File: config.mk
export PLATFORM = sky130hd
export DESIGN_NAME = id_pipe
export DESIGN_NICKNAME = d
export VERILOG_FILES = /design/src/rtl/id_pipe.sv
export SDC_FILE = /design/constraint.sdc
export NUM_CORES = 1
export LEC_CHECK = 0
export CAP_MARGIN = 40
export CORE_MARGIN = 8
export CORE_UTILIZATION = 42
export DETAILED_ROUTE_END_ITERATION = 8
export GPL_ROUTABILITY_DRIVEN = 1
export PLACE_DENSITY = 0.81
export SYNTH_ARGS = -nofsm -noshare
export SYNTH_HDL_FRONTEND = slang
export SYNTH_SLANG_ARGS = --single-unit
File: constraint.sdc
create_clock -name clk -period 3.1 [get_ports clk]
set_input_delay 0.62 -clock clk [delete_from_list [all_inputs] [get_ports clk]]
set_output_delay 0.62 -clock clk [all_outputs]
set_load 0.01 [all_outputs]
File: src/rtl/id_pipe.sv
// id_pipe: MIPS instruction decode with operand forwarding, load-use stall detection
// and a registered ID/EX boundary with flush/stall control and a saturating stall counter.
module id_pipe #(
    parameter int DATA_W  = 32,
    parameter int NUM_FWD = 2,
    parameter int CNT_W   = 16
) (
    input  logic                      clk,
    input  logic                      rst,
    input  logic [31:0]               pc_i,
    input  logic [31:0]               inst_i,
    input  logic                      stall_i,
    input  logic                      flush_i,
    input  logic [NUM_FWD-1:0]        fwd_wreg_i,
    input  logic [5*NUM_FWD-1:0]      fwd_wd_i,
    input  logic [DATA_W*NUM_FWD-1:0] fwd_wdata_i,
    input  logic                      ex_is_load_i,
    input  logic [DATA_W-1:0]         reg1_data_i,
    input  logic [DATA_W-1:0]         reg2_data_i,
    output logic                      reg1_read_o,
    output logic                      reg2_read_o,
    output logic [4:0]                reg1_addr_o,
    output logic [4:0]                reg2_addr_o,
    output logic                      stallreq_o,
    output logic [31:0]               ex_pc_o,
    output logic [7:0]                ex_aluop_o,
    output logic [2:0]                ex_alusel_o,
    output logic [DATA_W-1:0]         ex_reg1_o,
    output logic [DATA_W-1:0]         ex_reg2_o,
    output logic [4:0]                ex_wd_o,
    output logic                      ex_wreg_o,
    output logic                      ex_inv_inst_o,
    output logic [CNT_W-1:0]          stall_cnt_o
);
    localparam logic [5:0] OP_SPECIAL = 6'b000000, OP_ORI = 6'b001101, OP_ANDI = 6'b001100,
        OP_XORI = 6'b001110, OP_LUI = 6'b001111, OP_PREF = 6'b110011, OP_SLTI = 6'b001010,
        OP_SLTIU = 6'b001011, OP_ADDI = 6'b001000, OP_LW = 6'b100011;
    localparam logic [5:0] FN_OR = 6'b100101, FN_AND = 6'b100100, FN_XOR = 6'b100110,
        FN_NOR = 6'b100111, FN_SLLV = 6'b000100, FN_SRLV = 6'b000110, FN_SRAV = 6'b000111,
        FN_SYNC = 6'b001111, FN_SLT = 6'b101010, FN_SLTU = 6'b101011, FN_ADD = 6'b100000,
        FN_SUB = 6'b100010, FN_SLL = 6'b000000, FN_SRL = 6'b000010, FN_SRA = 6'b000011;
    localparam logic [7:0] EXE_NOP_OP = 8'h00, EXE_AND_OP = 8'b00100100, EXE_OR_OP = 8'b00100101,
        EXE_XOR_OP = 8'b00100110, EXE_NOR_OP = 8'b00100111, EXE_SLL_OP = 8'b01111100,
        EXE_SRL_OP = 8'b00000010, EXE_SRA_OP = 8'b00000011, EXE_SLT_OP = 8'b00101010,
        EXE_SLTU_OP = 8'b00101011, EXE_ADD_OP = 8'b00100000, EXE_SUB_OP = 8'b00100010,
        EXE_ADDI_OP = 8'b01010101, EXE_LW_OP = 8'b11100011;
    localparam logic [2:0] EXE_RES_NOP = 3'b000, EXE_RES_LOGIC = 3'b001, EXE_RES_SHIFT = 3'b010,
        EXE_RES_ARITHMETIC = 3'b100, EXE_RES_LOAD_STORE = 3'b111;
    typedef struct packed {
        logic [7:0] aluop;
        logic [2:0] alusel;
        logic       rd1;
        logic       rd2;
        logic       wreg;
        logic       valid;
    } dec_t;
    typedef struct packed {
        logic [31:0]       pc;
        logic [7:0]        aluop;
        logic [2:0]        alusel;
        logic [DATA_W-1:0] r1;
        logic [DATA_W-1:0] r2;
        logic [4:0]        wd;
        logic              wreg;
        logic              inv;
    } idex_t;
    logic [5:0] op, fn;
    logic [4:0] rs, rt, rd, sa, wd;
    logic [DATA_W-1:0] imm, op1, op2;
    logic [31:0] lui_imm;
    dec_t d;
    idex_t ex, nxt;
    assign op = inst_i[31:26];
    assign rs = inst_i[25:21];
    assign rt = inst_i[20:16];
    assign rd = inst_i[15:11];
    assign sa = inst_i[10:6];
    assign fn = inst_i[5:0];
    assign lui_imm = {inst_i[15:0], 16'h0000};
    always_comb begin
        d   = '{EXE_NOP_OP, EXE_RES_NOP, 1'b0, 1'b0, 1'b0, 1'b0};
        wd  = rd;
        imm = '0;
        case (op)
            OP_SPECIAL: if (sa == 5'd0) case (fn)
                FN_OR:   d = '{EXE_OR_OP,   EXE_RES_LOGIC,      1'b1, 1'b1, 1'b1, 1'b1};
                FN_AND:  d = '{EXE_AND_OP,  EXE_RES_LOGIC,      1'b1, 1'b1, 1'b1, 1'b1};
                FN_XOR:  d = '{EXE_XOR_OP,  EXE_RES_LOGIC,      1'b1, 1'b1, 1'b1, 1'b1};
                FN_NOR:  d = '{EXE_NOR_OP,  EXE_RES_LOGIC,      1'b1, 1'b1, 1'b1, 1'b1};
                FN_SLLV: d = '{EXE_SLL_OP,  EXE_RES_SHIFT,      1'b1, 1'b1, 1'b1, 1'b1};
                FN_SRLV: d = '{EXE_SRL_OP,  EXE_RES_SHIFT,      1'b1, 1'b1, 1'b1, 1'b1};
                FN_SRAV: d = '{EXE_SRA_OP,  EXE_RES_SHIFT,      1'b1, 1'b1, 1'b1, 1'b1};
                FN_SYNC: d = '{EXE_NOP_OP,  EXE_RES_NOP,        1'b0, 1'b1, 1'b0, 1'b1};
                FN_SLT:  d = '{EXE_SLT_OP,  EXE_RES_ARITHMETIC, 1'b1, 1'b1, 1'b1, 1'b1};
                FN_SLTU: d = '{EXE_SLTU_OP, EXE_RES_ARITHMETIC, 1'b1, 1'b1, 1'b1, 1'b1};
                FN_ADD:  d = '{EXE_ADD_OP,  EXE_RES_ARITHMETIC, 1'b1, 1'b1, 1'b1, 1'b1};
                FN_SUB:  d = '{EXE_SUB_OP,  EXE_RES_ARITHMETIC, 1'b1, 1'b1, 1'b1, 1'b1};
                default: ;
            endcase
            OP_ORI:   begin d = '{EXE_OR_OP,   EXE_RES_LOGIC,      1'b1, 1'b0, 1'b1, 1'b1}; wd = rt; imm = DATA_W'(inst_i[15:0]); end
            OP_ANDI:  begin d = '{EXE_AND_OP,  EXE_RES_LOGIC,      1'b1, 1'b0, 1'b1, 1'b1}; wd = rt; imm = DATA_W'(inst_i[15:0]); end
            OP_XORI:  begin d = '{EXE_XOR_OP,  EXE_RES_LOGIC,      1'b1, 1'b0, 1'b1, 1'b1}; wd = rt; imm = DATA_W'(inst_i[15:0]); end
            OP_LUI:   begin d = '{EXE_OR_OP,   EXE_RES_LOGIC,      1'b1, 1'b0, 1'b1, 1'b1}; wd = rt; imm = DATA_W'($signed(lui_imm)); end
            OP_PREF:  d = '{EXE_NOP_OP, EXE_RES_NOP, 1'b0, 1'b0, 1'b0, 1'b1};
            OP_SLTI:  begin d = '{EXE_SLT_OP,  EXE_RES_ARITHMETIC, 1'b1, 1'b0, 1'b1, 1'b1}; wd = rt; imm = DATA_W'($signed(inst_i[15:0])); end
            OP_SLTIU: begin d = '{EXE_SLTU_OP, EXE_RES_ARITHMETIC, 1'b1, 1'b0, 1'b1, 1'b1}; wd = rt; imm = DATA_W'($signed(inst_i[15:0])); end
            OP_ADDI:  begin d = '{EXE_ADDI_OP, EXE_RES_ARITHMETIC, 1'b1, 1'b0, 1'b1, 1'b1}; wd = rt; imm = DATA_W'($signed(inst_i[15:0])); end
            OP_LW:    begin d = '{EXE_LW_OP,   EXE_RES_LOAD_STORE, 1'b1, 1'b0, 1'b1, 1'b1}; wd = rt; imm = DATA_W'($signed(inst_i[15:0])); end
            default: ;
        endcase
        // Immediate shifts live in SPECIAL but carry a shamt, so they bypass the sa==0 gate above
        if (inst_i[31:21] == 11'd0) case (fn)
            FN_SLL: begin d = '{EXE_SLL_OP, EXE_RES_SHIFT, 1'b0, 1'b1, 1'b1, 1'b1}; imm = DATA_W'(sa); end
            FN_SRL: begin d = '{EXE_SRL_OP, EXE_RES_SHIFT, 1'b0, 1'b1, 1'b1, 1'b1}; imm = DATA_W'(sa); end
            FN_SRA: begin d = '{EXE_SRA_OP, EXE_RES_SHIFT, 1'b0, 1'b1, 1'b1, 1'b1}; imm = DATA_W'(sa); end
            default: ;
        endcase
    end
    // Scan oldest to youngest so the lowest-index (youngest) matching slot wins
    function automatic logic [DATA_W-1:0] pick(input logic rdx, input logic [4:0] a, input logic [DATA_W-1:0] rf);
        logic [DATA_W-1:0] r;
        r = rf;
        for (int k = NUM_FWD - 1; k >= 0; k--)
            if (fwd_wreg_i[k] && fwd_wd_i[5*k +: 5] == a) r = fwd_wdata_i[DATA_W*k +: DATA_W];
        return !rdx ? imm : (a == 5'd0) ? '0 : r;
    endfunction
    always_comb begin
        op1 = pick(d.rd1, rs, reg1_data_i);
        op2 = pick(d.rd2, rt, reg2_data_i);
    end
    assign reg1_read_o = rst ? 1'b0 : d.rd1;
    assign reg2_read_o = rst ? 1'b0 : d.rd2;
    assign reg1_addr_o = rst ? 5'd0 : rs;
    assign reg2_addr_o = rst ? 5'd0 : rt;
    assign stallreq_o = ex_is_load_i && fwd_wreg_i[0] && fwd_wd_i[4:0] != 5'd0 &&
        ((reg1_read_o && reg1_addr_o == fwd_wd_i[4:0]) || (reg2_read_o && reg2_addr_o == fwd_wd_i[4:0]));
    assign nxt = '{pc_i, d.valid ? d.aluop : EXE_NOP_OP, d.valid ? d.alusel : EXE_RES_NOP,
        op1, op2, wd, d.valid && d.wreg, !d.valid};
    always_ff @(posedge clk) begin
        if (rst) begin
            ex          <= '0;
            stall_cnt_o <= '0;
        end else begin
            if (stallreq_o && stall_cnt_o != '1) stall_cnt_o <= stall_cnt_o + CNT_W'(1);
            if (flush_i || (!stall_i && stallreq_o)) ex <= '0;
            else if (!stall_i) ex <= nxt;
        end
    end
    assign ex_pc_o       = ex.pc;
    assign ex_aluop_o    = ex.aluop;
    assign ex_alusel_o   = ex.alusel;
    assign ex_reg1_o     = ex.r1;
    assign ex_reg2_o     = ex.r2;
    assign ex_wd_o       = ex.wd;
    assign ex_wreg_o     = ex.wreg;
    assign ex_inv_inst_o = ex.inv;
endmodule

# Word-level counts from Yosys, hierarchy flattened
# Cells that the tools add are included.
[totals]
out_inout_bits = 143
reg_bits = 130
input_bits = 209
wordCells = 92
[op_classes]
reduce_logical = 29
n_mux = 23
add_sub_neg = 1
n_eq_ne = 30
[op_table]
columns = ["cell", "n"]
rows = [
  ["32-bit 2-to-1 mux", 10],
  ["14-bit one-hot mux with 12 select lines", 1],
  ["15-bit one-hot mux with 9 select lines", 1],
  ["32-bit one-hot mux with 3 select lines", 1],
  ["6-bit == test, second input constant", 10],
  ["6-bit by 4-bit == test with 1-bit output, second input constant", 8],
  ["15-bit one-hot mux with 3 select lines", 1],
  ["5-bit == test", 6],
  ["6-bit by 3-bit == test with 1-bit output, second input constant", 3],
  ["16-bit by 1-bit adder with 16-bit output, second input constant", 1],
  ["16-bit != test, second input constant", 1],
  ["5-bit logical NOT", 3],
  ["15-bit 2-to-1 mux", 1],
  ["5-bit 2-to-1 mux", 3],
  ["14-bit 2-to-1 mux", 1],
  ["6-bit by 2-bit == test with 1-bit output, second input constant", 2],
  ["1-bit logical AND", 12],
  ["6-bit logical NOT", 2],
  ["11-bit logical NOT", 1],
  ["8-bit 2-to-1 mux", 1],
  ["8-bit OR reduction", 1],
  ["3-bit OR reduction", 2],
  ["5-bit nonzero test", 1],
  ["2-bit OR reduction", 2],
  ["other kinds (5)", 8],
]

# Logic depth before layout (Yosys ltp)
[logic_depth]
word_depth = 13
mapped_depth = 12
ltp_nobuf = 8

# Least setup slack after synthesis
# No wires, ideal clock.
[synth_path]
path_kind = "input-to-output"
startpoint = "input inst_i[26]"
endpoint = "output stallreq_o"
slack_ns = 0.179
n_path_buf = 3
t_required_ns = 2.480
arrival_time_ns = 2.301
stages = 9
cell_sequence = "buf_6 > nor4_4 > nand4_2 > a2111oi_4 > o221ai_2 > a21o_4 > inv_2 > buf_2 > buf_2"
[synth_via]
elab_chain_cells = 9
[synth_rtl]
columns = ["item", "line_no", "text"]
rows = [
  ["start: declaration", "11", "input logic [31:0] inst_i,"],
  ["6-bit by 4-bit == test with 1-bit output", "84", "case (op)"],
  ["2-bit OR reduction (no line)", "-", ""],
  ["15-bit one-hot mux with 9 select lines", "84", ""],
  ["15-bit one-hot mux with 3 select lines", "112", "if (inst_i[31:21] == 11'd0) case (fn)"],
  ["15-bit 2-to-1 mux *", "112", ""],
  ["1-bit 2-to-1 mux, on equally long branches", "131, 132", ""],
  ["1-bit logical AND", "136", "((reg1_read_o && reg1_addr_o == fwd_wd_i[4:0]) || (reg2_read_o && reg2_addr_o == fwd_wd_i[4:0]));"],
  ["1-bit logical OR *", "136", ""],
  ["1-bit logical AND *", "135", "assign stallreq_o = ex_is_load_i && fwd_wreg_i[0] && fwd_wd_i[4:0] != 5'd0 &&"],
  ["end: declaration", "24", "output logic stallreq_o,"],
]
# Every way passes the cells marked *; elsewhere a longest branch is shown, timed or not.

# Worst setup path after layout
[layout_path]
startpoint = "input inst_i[23]"
endpoint = "output stallreq_o"
[layout_via]
elab_chain_cells = 6
[layout_rtl]
columns = ["item", "line_no"]
rows = [
  ["11-bit logical NOT", "112"],
  ["15-bit 2-to-1 mux", "112"],
  ["1-bit 2-to-1 mux, on equally long branches", "131, 132"],
  ["1-bit logical AND", "136"],
  ["1-bit logical OR *", "136"],
  ["1-bit logical AND *", "135"],
]
# Marked as above.

==> impl_metrics.py <==
metrics = {
    "drt": {
        "viasPerCell": 5.63,
        "wl_met3_um": 3940,
        "initialDrtViolationCount": 648,
        "dr.pass1.iters": 5,
        "vias": 8947,
        "wire_per_inst_um": 21.5,
        "met1_length_um": 12500,
        "routed_wl_um": 34200,
        "wl_met2_um": 16500,
        "drc": 0,
        "ant_nets": 0,
        "top_layer": "met4",
    },
    "synth": {
        "synth_nets": 1158,
        "synth_commonest_cells": "dfxtp_1 (130), a21oi_1 (120), nor2_1 (88), nand2_1 (73), mux2i_1 (61)",
        "synth_ff_type": "dfxtp_1",
        "ys_async_sr_fraction": 0,
        "synth_top_area_share": 0.342,
        "avgSynthCellArea_um2": 8.02,
        "yosysSeqAreaShare": 0.342,
        "syn-instance-count": 948,
        "synth_top_cell_by_area": "dfxtp_1",
        "synth_cell_types": 67,
        "synth_edf_count": 0,
        "synth.most_common_cell": "dfxtp_1",
        "synthTopCellsByArea": "dfxtp_1 (34%), mux2i_1 (8.0%), a21oi_1 (7.9%)",
        "synth_seq_cells": 130,
        "syn-cell-area_mm2": 0.00760,
        "yosysWarnings": 0,
    },
    "setup_path": {
        "critPathCaptureType": "output port",
        "crit_start": "inst_i[23]",
        "arrival_ps": 2430,
        "worstSetupPathType": "primary input to output port",
        "r2r_slack_ps": 770,
        "critPathMaxFanout": 2,
        "path_depth": 8,
        "startpoint_type": "primary input",
        "r2r.worst_path.cells": 6,
        "reg2reg_to": "stall_cnt_o[14]",
        "worst-path-buf-inv": 3,
        "endpoint": "stallreq_o",
        "r2r_start": "stall_cnt_o[2]",
        "slowest_stage": "or4_4",
        "cp_slowest_stage_delay_ps": 560,
        "required_ps": 2480,
        "cp_cell_sequence": "clkdlybuf4s50_1, or4_4, nor2_4, and3b_2, o211ai_4, a21o_4, inv_4, buf_6",
        "crit_family": "simple AND/OR/NAND/NOR gates",
    },
    "cells_and_area": {
        "nFillCells": 1451,
        "area_growth_pct": 66.0,
        "final_util": 0.708,
        "regArea_mm2": 0.00260,
        "multi_input_area_mm2": 0.00468,
        "design_area_mm2": 0.0126,
        "fin_cells": 1590,
        "drive_gt1_frac": 0.131,
        "finalNetCount": 1554,
    },
    "die": {
        "start_util": 0.426,
        "core_mm2": 0.0178,
        "die_height_um": 151,
        "placementRows": 49,
        "die_w_um": 151,
        "die_area_mm2": 0.0227,
        "ios": 352,
    },
    "sta": {
        "fin_crit_ps": 3050,
        "period_share": 0.985,
        "fmax_mhz": 327,
        "setup_slack_ps": 45.4,
        "setup_viol": 0,
        "rsz0062_at_grt": "false",
        "slew_headroom": 0.550,
        "tightest_slew_ps": 675,
        "fin_skew_ps": 3.17,
        "drv_slew": 0,
        "final_hold_viol_count": 0,
    },
    "global_routing": {
        "grt-ovfl-total": 0,
        "grt_max_degree": 72,
        "grt_pass1_wl_um": 50700,
        "track_usage": 0.290,
        "antenna_found_initial": 5,
        "first_global_vias": 9009,
    },
    "hold_path": {
        "worstHoldPathType": "register to register",
    },
    "clock_network": {
        "path_clk_slew_ps": 60,
        "cts-root-buf": "clkbuf_16",
        "clockBufferDepth": 2,
        "ctsHoldBuffers": 0,
        "clk_latency_ps": 410,
        "cts_tree": "built",
        "clock-sinks": 130,
        "htree_levels": 4,
        "cts_buffers": 17,
    },
    "place": {
        "placed_cell_area_mm2": 0.0119,
        "dp_cells": 1552,
        "dp_slack_ps": -640,
        "hpwl_um": 26400,
        "port_buffers": 351,
        "gp_congestion": 0.946,
    },
    "pwr": {
        "pwr_density_cell_mw_per_mm2": 366,
        "peakVddDrop_mv": 0.443,
        "leakagePower_nw": 4.71,
    },
    "run": {
        "max_cap_violations": 0,
    },
    "outcome": {
        "outcome": "finished clean",
    },
}
[per-layer routing]
layer  GRT usage  vias to the layer above
li1            -                     4283
met1       0.316                     4164
met2       0.493                      434
met3       0.109                       66
met4       0.128                        0
met5           0                        -
[timing repair]
action | 4_1_cts | 5_1_grt
endpoints found under the setup margin | 5 | 8
setup buffers | 2 | 0
gates resized for setup | 27 | 13
pin swaps | 6 | 4
cloned | 0 | 0
[cell families (layout without fill, tap and decap cells)]
| family | Yosys count | count (layout) | synth area share |
|---|---|---|---|
| simple gates | 372 | 372 | 0.262 |
| mux | 63 | 63 | 0.0833 |
| buf+inv | 92 | 500 | 0.0518 |
| fa+ha+maj | 1 | 1 | 0.00165 |
| other cells | 0 | 5 | 0 |
| flops | 130 | 130 | 0.342 |
| compound gates | 274 | 274 | 0.240 |
| xor+xnor | 16 | 16 | 0.0184 |
[worst min path at each step]
stage                             start             to  slack, ps  cells after the start
final                       ex_pc_o[27]    ex_pc_o[27]        460                      2
after global routing         ex_pc_o[6]     ex_pc_o[6]        480                      2
after CTS                   ex_pc_o[10]    ex_pc_o[10]        460                      2
after detailed placement    ex_pc_o[30]    ex_pc_o[30]        450                      2
after global placement      ex_pc_o[20]    ex_pc_o[20]        450                      2
after floorplan           ex_aluop_o[4]  ex_aluop_o[4]        480                      2
[worst register-to-register path, delay by kind of cell (launching register included)]
family / cells / cell delay, ps
simple gates: 5 / 1710
flops: 1 / 430
compound gates: 1 / 130
[sequential cells by signal (all words and copies together) (netlist names)]
name,cells
ex_aluop_o,8
ex_alusel_o,3
ex_inv_inst_o,1
ex_pc_o,32
ex_reg1_o,32
ex_reg2_o,32
ex_wd_o,5
ex_wreg_o,1
stall_cnt_o,16
[per-stage QoR]
| stage | TNS [ps] | hold slack, ps | power, mW |
|---|---|---|---|
| after detailed placement | -33200 | 451 | 2.61 |
| after global placement | -24170 | 447 | 2.60 |
| after floorplan | 0 | 483 | 2.07 |
| after CTS | -42.1 | 462 | 4.64 |
| final | 0 | 459 | 4.62 |
| after global routing | 0 | 477 | 4.78 |
[layout by cell type (no fill, tap or decap), types with 31 or more instances in the layout]
master,count
mux2i_1,61
nand3_1,45
a21oi_1,120
nor2b_1,31
clkdlybuf4s50_1,336
nand3b_1,42
nor2_1,84
buf_4,98
dfxtp_1,130
nand2_1,72
[layout make-up]
cell class                      instances  share of cell area
Multi-Input combinational cell        726               0.370
Timing Repair Buffer                  459               0.350
Sequential cell                       130               0.206
Clock buffer                           22              0.0384
Tap cell                              229              0.0227
Clock inverter                          9             0.00832
Inverter                               10             0.00317
Antenna cell                            5            0.000991
[power by group]
part           leakage (nW)  total (mW)  internal (mW)  switching [mW]
clock                 0.280        2.03           1.26           0.768
combinational          3.38       0.876          0.492           0.384
sequential             1.05        1.71           1.70          0.0145
total                  4.71        4.62           3.45            1.17
Note: power is estimated with default switching activity, not from simulation.
